==> src/rtl/avmm_arb_pkg.sv <==
// Shared types and helpers for the Avalon-MM round-robin arbiter.
package avmm_arb_pkg;

  typedef enum logic [1:0] {
    IDLE,
    ISSUE,
    RD_WAIT
  } arb_state_t;

  // Width of an index into n items, never narrower than one bit
  function automatic int idx_width(input int n);
    return (n > 1) ? $clog2(n) : 1;
  endfunction

endpackage

==> src/rtl/rr_arbiter.sv <==
// Combinational rotate-priority pick: the first requester after last_grant wins.
module rr_arbiter
  import avmm_arb_pkg::*;
#(
  parameter int NUM_REQ = 2,
  parameter int IW      = idx_width(NUM_REQ)
) (
  input  logic [NUM_REQ-1:0] req,
  input  logic [IW-1:0]      last_grant,
  input  logic               valid,
  output logic [IW-1:0]      gnt_idx,
  output logic               gnt_any
);

  int idx;

  // Scan from farthest to nearest so the nearest requester overwrites the pick
  always_comb begin
    gnt_idx = '0;
    gnt_any = 1'b0;
    idx     = 0;
    if (valid) begin
      for (int k = NUM_REQ; k >= 1; k--) begin
        idx = (int'(last_grant) + k) % NUM_REQ;
        if (req[idx[IW-1:0]]) begin
          gnt_idx = idx[IW-1:0];
          gnt_any = 1'b1;
        end
      end
    end
  end

endmodule

==> src/rtl/avmm_rr_arbiter.sv <==
// Round-robin share of one fixed-latency Avalon-MM slave between NUM_REQ masters,
// with one transaction outstanding at a time.
module avmm_rr_arbiter
  import avmm_arb_pkg::*;
#(
  parameter int NUM_REQ      = 2,
  parameter int DATAWIDTH    = 32,
  parameter int ADDRESSWIDTH = 32,
  parameter int READ_LATENCY = 1
) (
  input  logic                                    clk,
  input  logic                                    rst_n,
  input  logic [NUM_REQ-1:0][ADDRESSWIDTH-1:0]    m_address,
  input  logic [NUM_REQ-1:0]                      m_read,
  input  logic [NUM_REQ-1:0]                      m_write,
  input  logic [NUM_REQ-1:0][DATAWIDTH-1:0]       m_writedata,
  input  logic [NUM_REQ-1:0][DATAWIDTH/8-1:0]     m_byteenable,
  output logic [NUM_REQ-1:0]                      m_waitrequest,
  output logic [NUM_REQ-1:0][DATAWIDTH-1:0]       m_readdata,
  output logic [NUM_REQ-1:0]                      m_readdatavalid,
  output logic [ADDRESSWIDTH-1:0]                 avm_address,
  output logic                                    avm_read,
  output logic                                    avm_write,
  output logic [DATAWIDTH-1:0]                    avm_writedata,
  output logic [DATAWIDTH/8-1:0]                  avm_byteenable,
  input  logic [DATAWIDTH-1:0]                    avm_readdata
);

  localparam int IW = idx_width(NUM_REQ);

  arb_state_t         state, state_next;
  logic [IW-1:0]      grant_idx, last_grant, gnt_idx;
  logic               gnt_any, is_write;
  logic [2:0]         cnt;
  logic [NUM_REQ-1:0] req;

  assign req = m_read | m_write;

  rr_arbiter #(
    .NUM_REQ (NUM_REQ),
    .IW      (IW)
  ) u_rr (
    .req        (req),
    .last_grant (last_grant),
    .valid      (state == IDLE),
    .gnt_idx    (gnt_idx),
    .gnt_any    (gnt_any)
  );

  always_ff @(posedge clk or negedge rst_n) begin
    if (!rst_n) state <= IDLE;
    else        state <= state_next;
  end

  // The slave only sees a command during the single ISSUE cycle
  always_comb begin
    state_next     = state;
    m_waitrequest  = '1;
    avm_address    = '0;
    avm_read       = 1'b0;
    avm_write      = 1'b0;
    avm_writedata  = '0;
    avm_byteenable = '0;
    case (state)
      IDLE: if (gnt_any) state_next = ISSUE;
      ISSUE: begin
        m_waitrequest[grant_idx] = 1'b0;
        avm_address    = m_address[grant_idx];
        avm_writedata  = m_writedata[grant_idx];
        avm_byteenable = m_byteenable[grant_idx];
        avm_write      = m_write[grant_idx];
        avm_read       = m_read[grant_idx] & ~m_write[grant_idx];
        state_next     = is_write ? IDLE : RD_WAIT;
      end
      RD_WAIT: if (cnt == 3'd0) state_next = IDLE;
      default: state_next = IDLE;
    endcase
  end

  always_ff @(posedge clk or negedge rst_n) begin
    if (!rst_n) begin
      grant_idx       <= '0;
      is_write        <= 1'b0;
      last_grant      <= IW'(NUM_REQ - 1);
      cnt             <= '0;
      m_readdata      <= '0;
      m_readdatavalid <= '0;
    end else begin
      m_readdatavalid <= '0;
      case (state)
        IDLE: if (gnt_any) begin
          grant_idx <= gnt_idx;
          is_write  <= m_write[gnt_idx];
        end
        ISSUE: begin
          last_grant <= grant_idx;
          cnt        <= 3'(READ_LATENCY - 1);
        end
        RD_WAIT: begin
          if (cnt == 3'd0) begin
            m_readdata[grant_idx]      <= avm_readdata;
            m_readdatavalid[grant_idx] <= 1'b1;
          end else begin
            cnt <= cnt - 3'd1;
          end
        end
        default: ;
      endcase
    end
  end

endmodule

==> config.mk <==
export PLATFORM = sky130hd
export DESIGN_NAME = avmm_rr_arbiter
export DESIGN_NICKNAME = d
export VERILOG_FILES = /design/src/rtl/avmm_arb_pkg.sv /design/src/rtl/rr_arbiter.sv /design/src/rtl/avmm_rr_arbiter.sv
export SDC_FILE = /design/constraint.sdc
export NUM_CORES = 1
export LEC_CHECK = 0
export ABC_AREA = 1
export CAP_MARGIN = 20
export CELL_PAD_IN_SITES_DETAIL_PLACEMENT = 0
export CELL_PAD_IN_SITES_GLOBAL_PLACEMENT = 1
export CORE_MARGIN = 5
export CORE_UTILIZATION = 23
export CTS_BUF_LIST = sky130_fd_sc_hd__clkbuf_16
export DETAILED_ROUTE_END_ITERATION = 10
export HOLD_SLACK_MARGIN = 0.02
export PLACE_DENSITY_LB_ADDON = 0.1
export SYNTH_ARGS = -nofsm -noshare
export SYNTH_HDL_FRONTEND = slang
export SYNTH_SLANG_ARGS = --single-unit
==> constraint.sdc <==
create_clock -name clk -period 1.7 [get_ports clk]
set_input_delay 0.255 -clock clk [delete_from_list [all_inputs] [get_ports clk]]
set_output_delay 0.255 -clock clk [all_outputs]
set_load 0.1 [all_outputs]
==> summary.md <==
| Metric | Value |
|---|---|
| First-pass iteration count of the detailed router | `4` |
| WHS | `0.443 ns` |
| Vias | `4770` |
| Pins over their slew limit | `0` |
| Clock Path Buffers | `2` |
| Largest area contributor in the netlist | `dfrtp_1` |
| Crit-path leading delay family | `buffers and inverters` |
| Synth area leaders | `dfrtp_1 45%, nand2_1 20%, o21ai_2 10%` |
| Inserted Clock Buffers | `9` |
| Endpoint class of the critical path | `output pin` |
| Critical Path Sink | `avm_writedata[18]` |
| Die area | `20600 µm²` |
| CTS clk-pin slew, worst paths | `0.05 ns` |
| Initial DRC count | `133` |
| Worst r2r dst | `m_readdata[13]` |
| Syn-to-layout area delta | `156%` |
| Die Width | `143 µm` |
| Layout Utilization | `60.3%` |
| ANT cells | `0` |
| WL per Instance | `17.7 µm` |
| Setup Crit Path Kind | `reg -> out` |
| Clk sinks | `74` |
| Initial Utilization | `23.5%` |
| Via density | `4.40` |
| Vias in the first global route | `5115` |
| Final wirelength | `19200 µm` |
| PortBufs | `311` |
| Post-layout nets | `1031` |
| CTS tree | `done` |
| Worst reg2reg path startpoint | `grant_idx` |
| Die Y-Extent | `143 µm` |
| Syn Nets | `698` |
| Area after DPL | `9740 µm²` |
| Hold Fails Final Rpt | `0` |
| Dpl hpwl | `15100 µm` |
| FILL cells | `1427` |
| Avg Cell Area, Syn | `7.85 µm²` |
| DRC Markers | `0` |
| Critical-path top delay cell | `dfrtp_2` |
| RSZ-0062 raised after global routing | `true` |
| Share of cells above drive strength 1 | `42.1%` |
| Origin of the worst setup path | `grant_idx` |
| Startpoint types | `register` |
| Max_cap viols | `0` |
| First-pass GRT wire length | `28800 µm` |
| GRT Total Usage | `18.0%` |
| CTS root buffer | `clkbuf_16` |
| Status | `finished, violations left` |
| Post-Syn Instances | `522` |
| Post-synth ARST share | `100%` |
| Max-Slew Margin vs Limit | `65.4%` |
| Gp weighted congestion | `0.829` |
| Final global-route overflow total | `0` |
| Hold crit path type | `in -> async` |
| Crit-path max FO | `7` |
| Synth cell types | `24` |
| Num rows | `48` |
| Ys flop type | `dfrtp_1` |
| Worst skew pair latency | `0.33 ns` |
| Worst Reg-to-Reg Cells | `8` |
| Routed Antenna Nets | `0` |
| Setup violations, final | `70` |
| WP depth | `6` |
| Synthesized flop and latch total | `74` |
| Post-route insts no fill | `1084` |
| Reg2reg setup slack | `0.12 ns` |
| Ys Warns | `0` |
| Final Cycle Share | `108%` |
| Ports | `312` |
| Largest net degree at the start of global routing | `39` |
| Htree depth | `3` |
| Yosys top cell area share | `44.6%` |
| Finished Cell Area | `10500 µm²` |
| Final min period | `1.84 ns` |
| CP required | `1.44 ns` |
| Worst Skew | `0.00696 ns` |
| Arrival @ worst endpoint | `1.58 ns` |
| Mapped cell area | `4100 µm²` |
| Core area | `17400 µm²` |
| Post-route setup slack | `-0.139 ns` |
| CP cell instances | `clkinv_4 > buf_12 > clkbuf_16 > nand2_2 > a21oi_4 > buf_12` |
| Post-synth EDFFs | `0` |
| Failing checks | `setup timing` |
| CP dominant cell by count | `buf_12` |
| Initial antenna violation count | `0` |
| Worst Path Buf+Inv | `4` |
| Register area share after synthesis | `45.2%` |
| Worst Tran Pin Value | `0.519 ns` |
| Fmax | `544 MHz` |
| CP peak stage delay | `0.45 ns` |
| DP Cell Count | `1048` |
## worst min-delay path by stage
stage                          start        endpoint  cells after the start  slack, ns
detailed placement             rst_n  m_readdata[18]                      1       0.27
floorplan                      rst_n          cnt[0]                      0      -0.04
global placement               rst_n  m_readdata[18]                      1       0.26
CTS                            rst_n  m_readdata[18]                      2       0.46
finish                         rst_n  m_readdata[18]                      2       0.44
global route        avm_readdata[30]  m_readdata[62]                      3       0.48
## final cells by class
class                      instances  area, µm²  area share (%)
multi-input combinational        368       2720            25.9
inverter                          44        178            1.69
timing repair buffer             358       5200            49.5
tap                              225        282            2.68
clock inverter                     6       51.3           0.488
sequential                        74       1850            17.6
clock buffer                       9        225            2.14
## routing by layer
metal  vias up  routed length (µm)  GRT usage (%)
li1       2328                   -              -
met1      2218                7010           19.6
met2       192               10000           33.0
met3        32                1710           5.72
met4         0                 516           6.00
met5         -                   0              0
## cell families (layout without fill, tap and decap cells)
group                      Yosys count  count (layout)  share of synthesized area, %
DFF                                 74              74                          45.2
buffers and inverters               80             417                          11.1
AOI/OAI and AO/OA                  141             141                          21.6
and+or+nand+nor                    225             225                          21.4
adders and majority gates            2               2                         0.611
## sequential cells by signal, indices dropped and copies added (netlist names)
name / count
state: 2
grant_idx: 1
m_readdata: 64
m_readdatavalid: 2
is_write: 1
last_grant: 1
cnt: 3
## stage by stage
stage / setup WS, ns / setup TNS, ns
final: -0.139 / -8.22
after global routing: -0.204 / -12.72
after CTS: -0.167 / -10.17
after detailed placement: 0.0142 / 0
after global placement: 0.0146 / 0
after floorplan: -0.201 / -0.809
## Yosys cell counts, types with 3 or more instances
cell type / count
a21oi_1: 69
o21ai_0: 12
nor2_1: 3
inv_1: 41
nand2_1: 213
buf_6: 19
inv_2: 3
nand3_1: 3
buf_2: 7
o21ai_1: 10
dfrtp_1: 73
clkbuf_1: 8
o21ai_2: 47
## cells in the final DEF, fill, tap and decap left out, types with 2 or more instances in the layout
cell / count
buf_16: 3
nor2_4: 2
inv_2: 2
nand2_4: 7
o21ai_1: 11
nand3_1: 3
buf_12: 154
nand2_2: 30
o21ai_2: 47
inv_1: 42
ha_1: 2
a21oi_4: 68
clkinv_2: 2
clkbuf_16: 13
nor2_1: 3
nand2_1: 176
buf_6: 6
o21ai_0: 10
dfrtp_1: 72
clkdlybuf4s50_1: 172
o22ai_1: 2
buf_4: 18
## repair_timing
item | CTS | global route
gates resized for setup | 29 | 38
cloned | 3 | 4
hold endpoints to repair | 34 | 0
pin swaps | 11 | 24
endpoints found under the setup margin | 71 | 75
hold buffers | 1 | 0
setup buffers | 13 | 3
Power is left out: the tool's default activity adds up to more than one toggle a clock period on the data nets, which glitch-free logic cannot reach.
